===== src/rtl/sl_preceptron_mac_lanes_pkg.sv =====
// Shared types and width helpers for the multi-lane perceptron MAC.
// Default-configuration derived widths live here; the top recomputes them from its parameters.
package sl_preceptron_pkg;

    typedef enum logic [1:0] {
        IDLE   = 2'd0,
        RUN    = 2'd1,
        DRAIN  = 2'd2,
        RESULT = 2'd3
    } state_t;

    function automatic int clog2(input int n);
        int r;
        r = 0;
        for (int i = 0; i < 31; i++) begin
            if ((1 << i) < n) r = i + 1;
        end
        return r;
    endfunction

    localparam int DEF_LANES   = 4;
    localparam int DEF_DIN_W   = 8;
    localparam int DEF_WGT_W   = 8;
    localparam int PROD_WIDTH  = DEF_DIN_W + DEF_WGT_W;
    localparam int TREE_WIDTH  = PROD_WIDTH + clog2(DEF_LANES);

endpackage


===== src/rtl/sl_preceptron_mac_lanes_adder_tree.sv =====
// Signed pairwise reduction of LANES packed products into one tree-width sum.
// Latency: combinational. Backpressure: none, pure datapath.
// LANES must be a power of two; the in-place halving pass relies on it.
module sl_mac_adder_tree
    import sl_preceptron_pkg::*;
#(
    parameter int LANES  = DEF_LANES,
    parameter int PROD_W = PROD_WIDTH,
    parameter int TREE_W = TREE_WIDTH
) (
    input  logic [LANES*PROD_W-1:0] prods,
    output logic signed [TREE_W-1:0] sum
);

    logic signed [TREE_W-1:0] node [LANES];

    always_comb begin
        for (int i = 0; i < LANES; i++) begin
            node[i] = TREE_W'($signed(prods[i*PROD_W +: PROD_W]));
        end
        // Each pass halves the live width; entries 2j/2j+1 are never overwritten before use.
        for (int w = LANES / 2; w >= 1; w = w / 2) begin
            for (int j = 0; j < w; j++) begin
                node[j] = node[2*j] + node[2*j+1];
            end
        end
        sum = node[0];
    end

endmodule


===== src/rtl/sl_preceptron_mac_lanes.sv =====
// Multi-lane perceptron MAC: lane products, adder tree, accumulate onto bias, threshold compare.
// Latency: result valid 3 cycles after the last beat is accepted. Backpressure: in_ready only in RUN,
// result held until res_ready. Optional clamp-on-accumulate with sticky res_sat under SL_MAC_SATURATE_EN.
module sl_preceptron_mac_lanes
    import sl_preceptron_pkg::*;
#(
    parameter int DATA_IN_LANES  = 4,
    parameter int DATA_IN_WIDTH  = 8,
    parameter int WEIGHTS_WIDTH  = 8,
    parameter int MEM_ADDR_WIDTH = 16,
    parameter int BEAT_CNT_WIDTH = 16,
    parameter int SUM_WIDTH      = 24
) (
    input  logic                                    clk,
    input  logic                                    rst,
    input  logic                                    start,
    input  logic [BEAT_CNT_WIDTH-1:0]               cfg_vec_beats,
    input  logic [MEM_ADDR_WIDTH-1:0]               cfg_base_addr,
    input  logic [SUM_WIDTH-1:0]                    cfg_bias,
    input  logic [SUM_WIDTH-1:0]                    cfg_threshold,
    input  logic                                    in_valid,
    output logic                                    in_ready,
    input  logic [DATA_IN_LANES*DATA_IN_WIDTH-1:0]  in_data,
    output logic                                    mem_ren,
    output logic [MEM_ADDR_WIDTH-1:0]               mem_addr,
    input  logic [DATA_IN_LANES*WEIGHTS_WIDTH-1:0]  mem_rdata,
    output logic                                    res_valid,
    input  logic                                    res_ready,
    output logic [SUM_WIDTH-1:0]                    res_sum,
    output logic                                    res_fire,
`ifdef SL_MAC_SATURATE_EN
    output logic                                    res_sat,
`endif
    output logic                                    busy
);

    localparam int PW = DATA_IN_WIDTH + WEIGHTS_WIDTH;
    localparam int TW = PW + clog2(DATA_IN_LANES);

    state_t                                 state;
    logic [BEAT_CNT_WIDTH-1:0]              vec_beats_q;
    logic [BEAT_CNT_WIDTH-1:0]              beat_cnt;
    logic [MEM_ADDR_WIDTH-1:0]              base_q;
    logic [MEM_ADDR_WIDTH-1:0]              addr_q;
    logic signed [SUM_WIDTH-1:0]            thr_q;
    logic signed [SUM_WIDTH-1:0]            acc;
    logic signed [SUM_WIDTH-1:0]            acc_next;
    logic                                   s1_vld;
    logic                                   s2_vld;
    logic [DATA_IN_LANES*DATA_IN_WIDTH-1:0] s1_dat;
    logic [DATA_IN_LANES*PW-1:0]            prod_dat;
    logic [DATA_IN_LANES*PW-1:0]            s2_prod;
    logic signed [TW-1:0]                   tree_sum;
    logic                                   accept;
    logic                                   last_beat;

    assign in_ready  = (state == RUN);
    assign busy      = (state != IDLE);
    assign res_valid = (state == RESULT);
    assign res_sum   = acc;
    assign accept    = in_valid & in_ready;
    assign mem_ren   = accept;
    assign mem_addr  = accept ? base_q + MEM_ADDR_WIDTH'(beat_cnt) : addr_q;
    assign last_beat = (beat_cnt == vec_beats_q - BEAT_CNT_WIDTH'(1));

    // mem_rdata lines up with stage 1 because the read was issued on the accept cycle.
    always_comb begin
        prod_dat = '0;
        for (int i = 0; i < DATA_IN_LANES; i++) begin
            prod_dat[i*PW +: PW] = PW'($signed(s1_dat[i*DATA_IN_WIDTH +: DATA_IN_WIDTH]) *
                                       $signed(mem_rdata[i*WEIGHTS_WIDTH +: WEIGHTS_WIDTH]));
        end
    end

    sl_mac_adder_tree #(
        .LANES  (DATA_IN_LANES),
        .PROD_W (PW),
        .TREE_W (TW)
    ) u_tree (
        .prods (s2_prod),
        .sum   (tree_sum)
    );

`ifdef SL_MAC_SATURATE_EN
    logic signed [SUM_WIDTH:0] acc_wide;
    logic                      sat_hit;

    always_comb begin
        acc_wide = (SUM_WIDTH+1)'(acc) + (SUM_WIDTH+1)'(tree_sum);
        sat_hit  = (acc_wide[SUM_WIDTH] != acc_wide[SUM_WIDTH-1]);
        if (!sat_hit)
            acc_next = acc_wide[SUM_WIDTH-1:0];
        else if (acc_wide[SUM_WIDTH])
            acc_next = {1'b1, {(SUM_WIDTH-1){1'b0}}};
        else
            acc_next = {1'b0, {(SUM_WIDTH-1){1'b1}}};
    end
`else
    always_comb begin
        acc_next = acc + SUM_WIDTH'(tree_sum);
    end
`endif

    always_ff @(posedge clk or posedge rst) begin
        if (rst) begin
            state       <= IDLE;
            vec_beats_q <= '0;
            beat_cnt    <= '0;
            base_q      <= '0;
            addr_q      <= '0;
            thr_q       <= '0;
            acc         <= '0;
            s1_vld      <= 1'b0;
            s2_vld      <= 1'b0;
            s1_dat      <= '0;
            s2_prod     <= '0;
            res_fire    <= 1'b0;
`ifdef SL_MAC_SATURATE_EN
            res_sat     <= 1'b0;
`endif
        end else begin
            s1_vld <= accept;
            s2_vld <= s1_vld;
            if (accept) begin
                s1_dat   <= in_data;
                addr_q   <= mem_addr;
                beat_cnt <= beat_cnt + BEAT_CNT_WIDTH'(1);
            end
            if (s1_vld) s2_prod <= prod_dat;
            if (s2_vld) acc <= acc_next;
`ifdef SL_MAC_SATURATE_EN
            if (s2_vld && sat_hit) res_sat <= 1'b1;
`endif
            case (state)
                IDLE: begin
                    if (start) begin
                        vec_beats_q <= cfg_vec_beats;
                        base_q      <= cfg_base_addr;
                        thr_q       <= cfg_threshold;
                        acc         <= cfg_bias;
                        beat_cnt    <= '0;
`ifdef SL_MAC_SATURATE_EN
                        res_sat     <= 1'b0;
`endif
                        if (cfg_vec_beats != '0) begin
                            state <= RUN;
                        end else begin
                            state    <= RESULT;
                            res_fire <= ($signed(cfg_bias) > $signed(cfg_threshold));
                        end
                    end
                end
                RUN: begin
                    if (accept && last_beat) state <= DRAIN;
                end
                DRAIN: begin
                    // Stage 2 retires on this same edge, so compare against the value it produces.
                    if (!s1_vld) begin
                        state    <= RESULT;
                        res_fire <= ((s2_vld ? acc_next : acc) > thr_q);
                    end
                end
                RESULT: begin
                    if (res_ready) state <= IDLE;
                end
                default: state <= IDLE;
            endcase
        end
    end

endmodule


===== config.mk =====
export PLATFORM = sky130hd
export DESIGN_NAME = sl_preceptron_mac_lanes
export DESIGN_NICKNAME = d
export VERILOG_FILES = /design/src/rtl/sl_preceptron_mac_lanes_pkg.sv /design/src/rtl/sl_preceptron_mac_lanes_adder_tree.sv /design/src/rtl/sl_preceptron_mac_lanes.sv
export SDC_FILE = /design/constraint.sdc
export NUM_CORES = 1
export LEC_CHECK = 0
export CORE_UTILIZATION = 35
export CTS_BUF_LIST = sky130_fd_sc_hd__clkbuf_2 sky130_fd_sc_hd__clkbuf_4 sky130_fd_sc_hd__clkbuf_8
export CTS_CLUSTER_DIAMETER = 30
export DETAILED_ROUTE_END_ITERATION = 7
export GPL_ROUTABILITY_DRIVEN = 0
export SYNTH_ARGS = -nofsm -noshare
export SYNTH_HDL_FRONTEND = slang
export SYNTH_SLANG_ARGS = --single-unit

===== constraint.sdc =====
create_clock -name clk -period 8.9 [get_ports clk]
set_input_delay 2.225 -clock clk [delete_from_list [all_inputs] [get_ports clk]]
set_output_delay 2.225 -clock clk [all_outputs]
set_load 0.01 [all_outputs]

==> results by group <==
Status
  – Status: complete, no violations

STA
  – Slew Viols, Final: 0
  – Final hold violation count: 0
  – TNS Setup: 0 ns
  – Slew headroom: 0.3899
  – Fmax: 0.1485 GHz
  – Final worst path period share: 0.7568
  – Final setup fails: 0
  – Slack of the critical path: 2.164 ns
  – Worst slew pin tran: 0.9152 ns
  – Tmin final: 6.736 ns
  – Clock skew: 0.02728 ns
  – RSZ-0062 raised after global routing: false

Hold path
  – Worst Hold Depth: 2
  – Worst hold path type: flop to flop

Synthesis
  – Post-synthesis sequential area ratio: 0.2251
  – Post-Syn Area per Cell: 8.928 µm²
  – Number of synthesized flops with an enable pin: 0
  – Synth Net Count: 3,300
  – Post-Synthesis Cells: 2,652
  – Unique masters post-synth: 71
  – Synth Flop Type: dfrtp_1
  – Yosys reg bits: 213
  – Netlist Area Pre-Place: 23,680 µm²
  – Post-synthesis async set-or-reset flop share: 1.000
  – Synth warn: 0

Global routing
  – Pin count of the biggest net entering global routing: 92
  – First-pass GRT wire length: 99,270 µm
  – Vias in the first global route: 18,380
  – Total grt overflow: 0
  – GRT Overall Usage: 0.1855
  – Initial antenna violation count: 4

Floorplanning
  – I/O pin count: 194
  – Initial Util: 0.3569
  – Die X: 262.1 µm
  – Die area: 68,690 µm²
  – Core ar.: 66,330 µm²
  – Row count: 94
  – Die H: 262.1 µm

CTS
  – Clock-pin slew on the worst setup and hold paths: 0.05 ns
  – Clock Latency Late Sink: 0.64 ns
  – Hold-fix buffer count after cts: 0
  – Root buf cell: clkbuf_8
  – Post_cts resized: 0
  – Postcts setup bufs: 0
  – Clock sinks: 213
  – CTS Buf Count: 67
  – CTS tree: built
  – Clk buf depth: 3
  – H-tree lvl count: 3

Layout
  – Fin area: 28,120 µm²
  – Most common cell after layout, fill and taps aside: inv_1
  – Fill count: 6,638
  – Most frequent cells in the layout: inv_1, nand2_1, fa_1
  – Final nets: 3,510
  – Fraction of layout cells with a size suffix above 1: 0.06209
  – Final core occ: 0.4239
  – Area growth from synthesis to layout: 18.75%

Detailed routing
  – Final WL: 61,590 µm
  – Residual DRC: 0
  – Via/cell ratio: 4.774
  – Via count: 18,050
  – Routed Antenna Nets: 0
  – DRT Pass-1 Iters: 6
  – Initial DRC count: 1,008
  – DR WL/cell: 16.29 µm

Job
  – Max cap viols: 0

Setup path
  – Req. time, crit path: 6.68 ns
  – Endpoint type of the worst setup path: output port
  – R2R depth: 23
  – R2R setup slack: 2.32 ns
  – Max FO, Critical Path: 5
  – CP Launch Type: flop
  – CP Class: flop to output port
  – Critical path arrival: 4.51 ns

Place
  – Port bufs: 193
  – Placed inst area: 26,560 µm²
  – Post-DP HPWL: 49,720 µm
  – Post-place setup slack: 1.969 ns
[final timing paths]
| kind | startpoint | to |
|---|---|---|
| worst min-delay path | addr_q[0] | addr_q[0] |
| max in group asynchronous | rst | s1_vld |
| worst max register to register | res_sum[1] | res_fire |
| min in group asynchronous | rst | addr_q[0] |
| worst min register to register | addr_q[0] | addr_q[0] |
| worst max-delay path | beat_cnt[0] | mem_addr[14] |
[worst max-delay path, cell delays in order, from the launching register on]
cell and delay (ns):
dfrtp_1 0.48, ha_1 0.22, inv_1 0.06, fa_1 0.38
nor2b_1 0.19, o21ai_0 0.12, a21oi_1 0.25, o21ai_0 0.19
a211oi_1 0.47, o311ai_0 0.28, a2111oi_0 0.52, nand3b_1 0.18
clkdlybuf4s50_1 0.54
[final cells by class]
cell class | instances | area [µm²] | area share
multi-input cells | 1846 | 16130 | 0.5738
repair buffers | 203 | 2007 | 0.07137
well taps | 864 | 1081 | 0.03845
clock inverters | 26 | 316.6 | 0.01126
flip-flops and latches | 213 | 5334 | 0.1897
clock buffers | 96 | 1240 | 0.04410
inverters | 531 | 2001 | 0.07115
diodes | 2 | 5.005 | 0.0001780
[metal layers]
metal  global-route usage  wire, µm  part of all wire
met5                    0        13           0.00021
met1               0.2454     27450              0.45
met2               0.3007     29330              0.48
met4              0.06278      1511             0.025
met3              0.03916      3289             0.053
[flip-flops by register name (all words and copies together), names as in the netlist]
name and cells:
state 2, s2_vld 1, vec_beats_q 16, s1_dat 32, beat_cnt 16, addr_q 16, s2_prod 64, thr_q 24
res_sum 24, res_fire 1, s1_vld 1, base_q 16
[cells by family after synthesis]
logic type / after synthesis / share of synthesized area
xor gates and xnor gates: 116 / 0.04323
and+or+nand+nor: 822 / 0.1667
muxes: 40 / 0.01818
buffers and inverters: 593 / 0.09401
AOI/OAI and AO/OA: 369 / 0.09744
adders and majority gates: 499 / 0.3553
DFF: 213 / 0.2251
[metrics by stage]
stage                     hold slack, ns  std cells
after global routing              0.4858       3781
after global placement            0.4493       3657
after detailed placement          0.4603       3657
after CTS                         0.4699       3779
final                             0.4659       3781
after floorplan                   0.3904       2652
[cells in the mapped netlist, types with 4 or more instances]
cell type | number | share of area
nand3_1 | 30 | 0.0063
or3_1 | 11 | 0.0029
clkbuf_1 | 57 | 0.0090
o311ai_0 | 6 | 0.0022
o22ai_1 | 4 | 0.0011
nand2_1 | 379 | 0.060
buf_1 | 5 | 0.00079
nor2b_1 | 12 | 0.0032
a21o_1 | 29 | 0.0092
nor4_1 | 7 | 0.0018
fa_1 | 289 | 0.24
ha_1 | 210 | 0.11
and2_1 | 159 | 0.042
a21oi_1 | 71 | 0.015
o21bai_1 | 4 | 0.0013
a211oi_1 | 20 | 0.0063
mux2_2 | 24 | 0.011
xnor2_1 | 80 | 0.030
a31oi_1 | 7 | 0.0018
o21a_1 | 21 | 0.0067
o31ai_1 | 14 | 0.0044
inv_1 | 531 | 0.084
a211o_1 | 4 | 0.0015
or2_2 | 6 | 0.0016
mux2i_1 | 16 | 0.0068
and4_1 | 5 | 0.0018
o211ai_1 | 7 | 0.0022
dfrtp_1 | 213 | 0.23
nor2_1 | 97 | 0.015
and3_1 | 13 | 0.0034
nand4_1 | 19 | 0.0050
nor3_1 | 28 | 0.0059
o21ai_0 | 140 | 0.030
xor2_1 | 35 | 0.013
a221o_1 | 4 | 0.0017
nand2b_1 | 30 | 0.0079
nand3b_1 | 10 | 0.0032
Power is left out: the tool's default activity adds up to more than one toggle a clock period on the data nets, which glitch-free logic cannot reach.
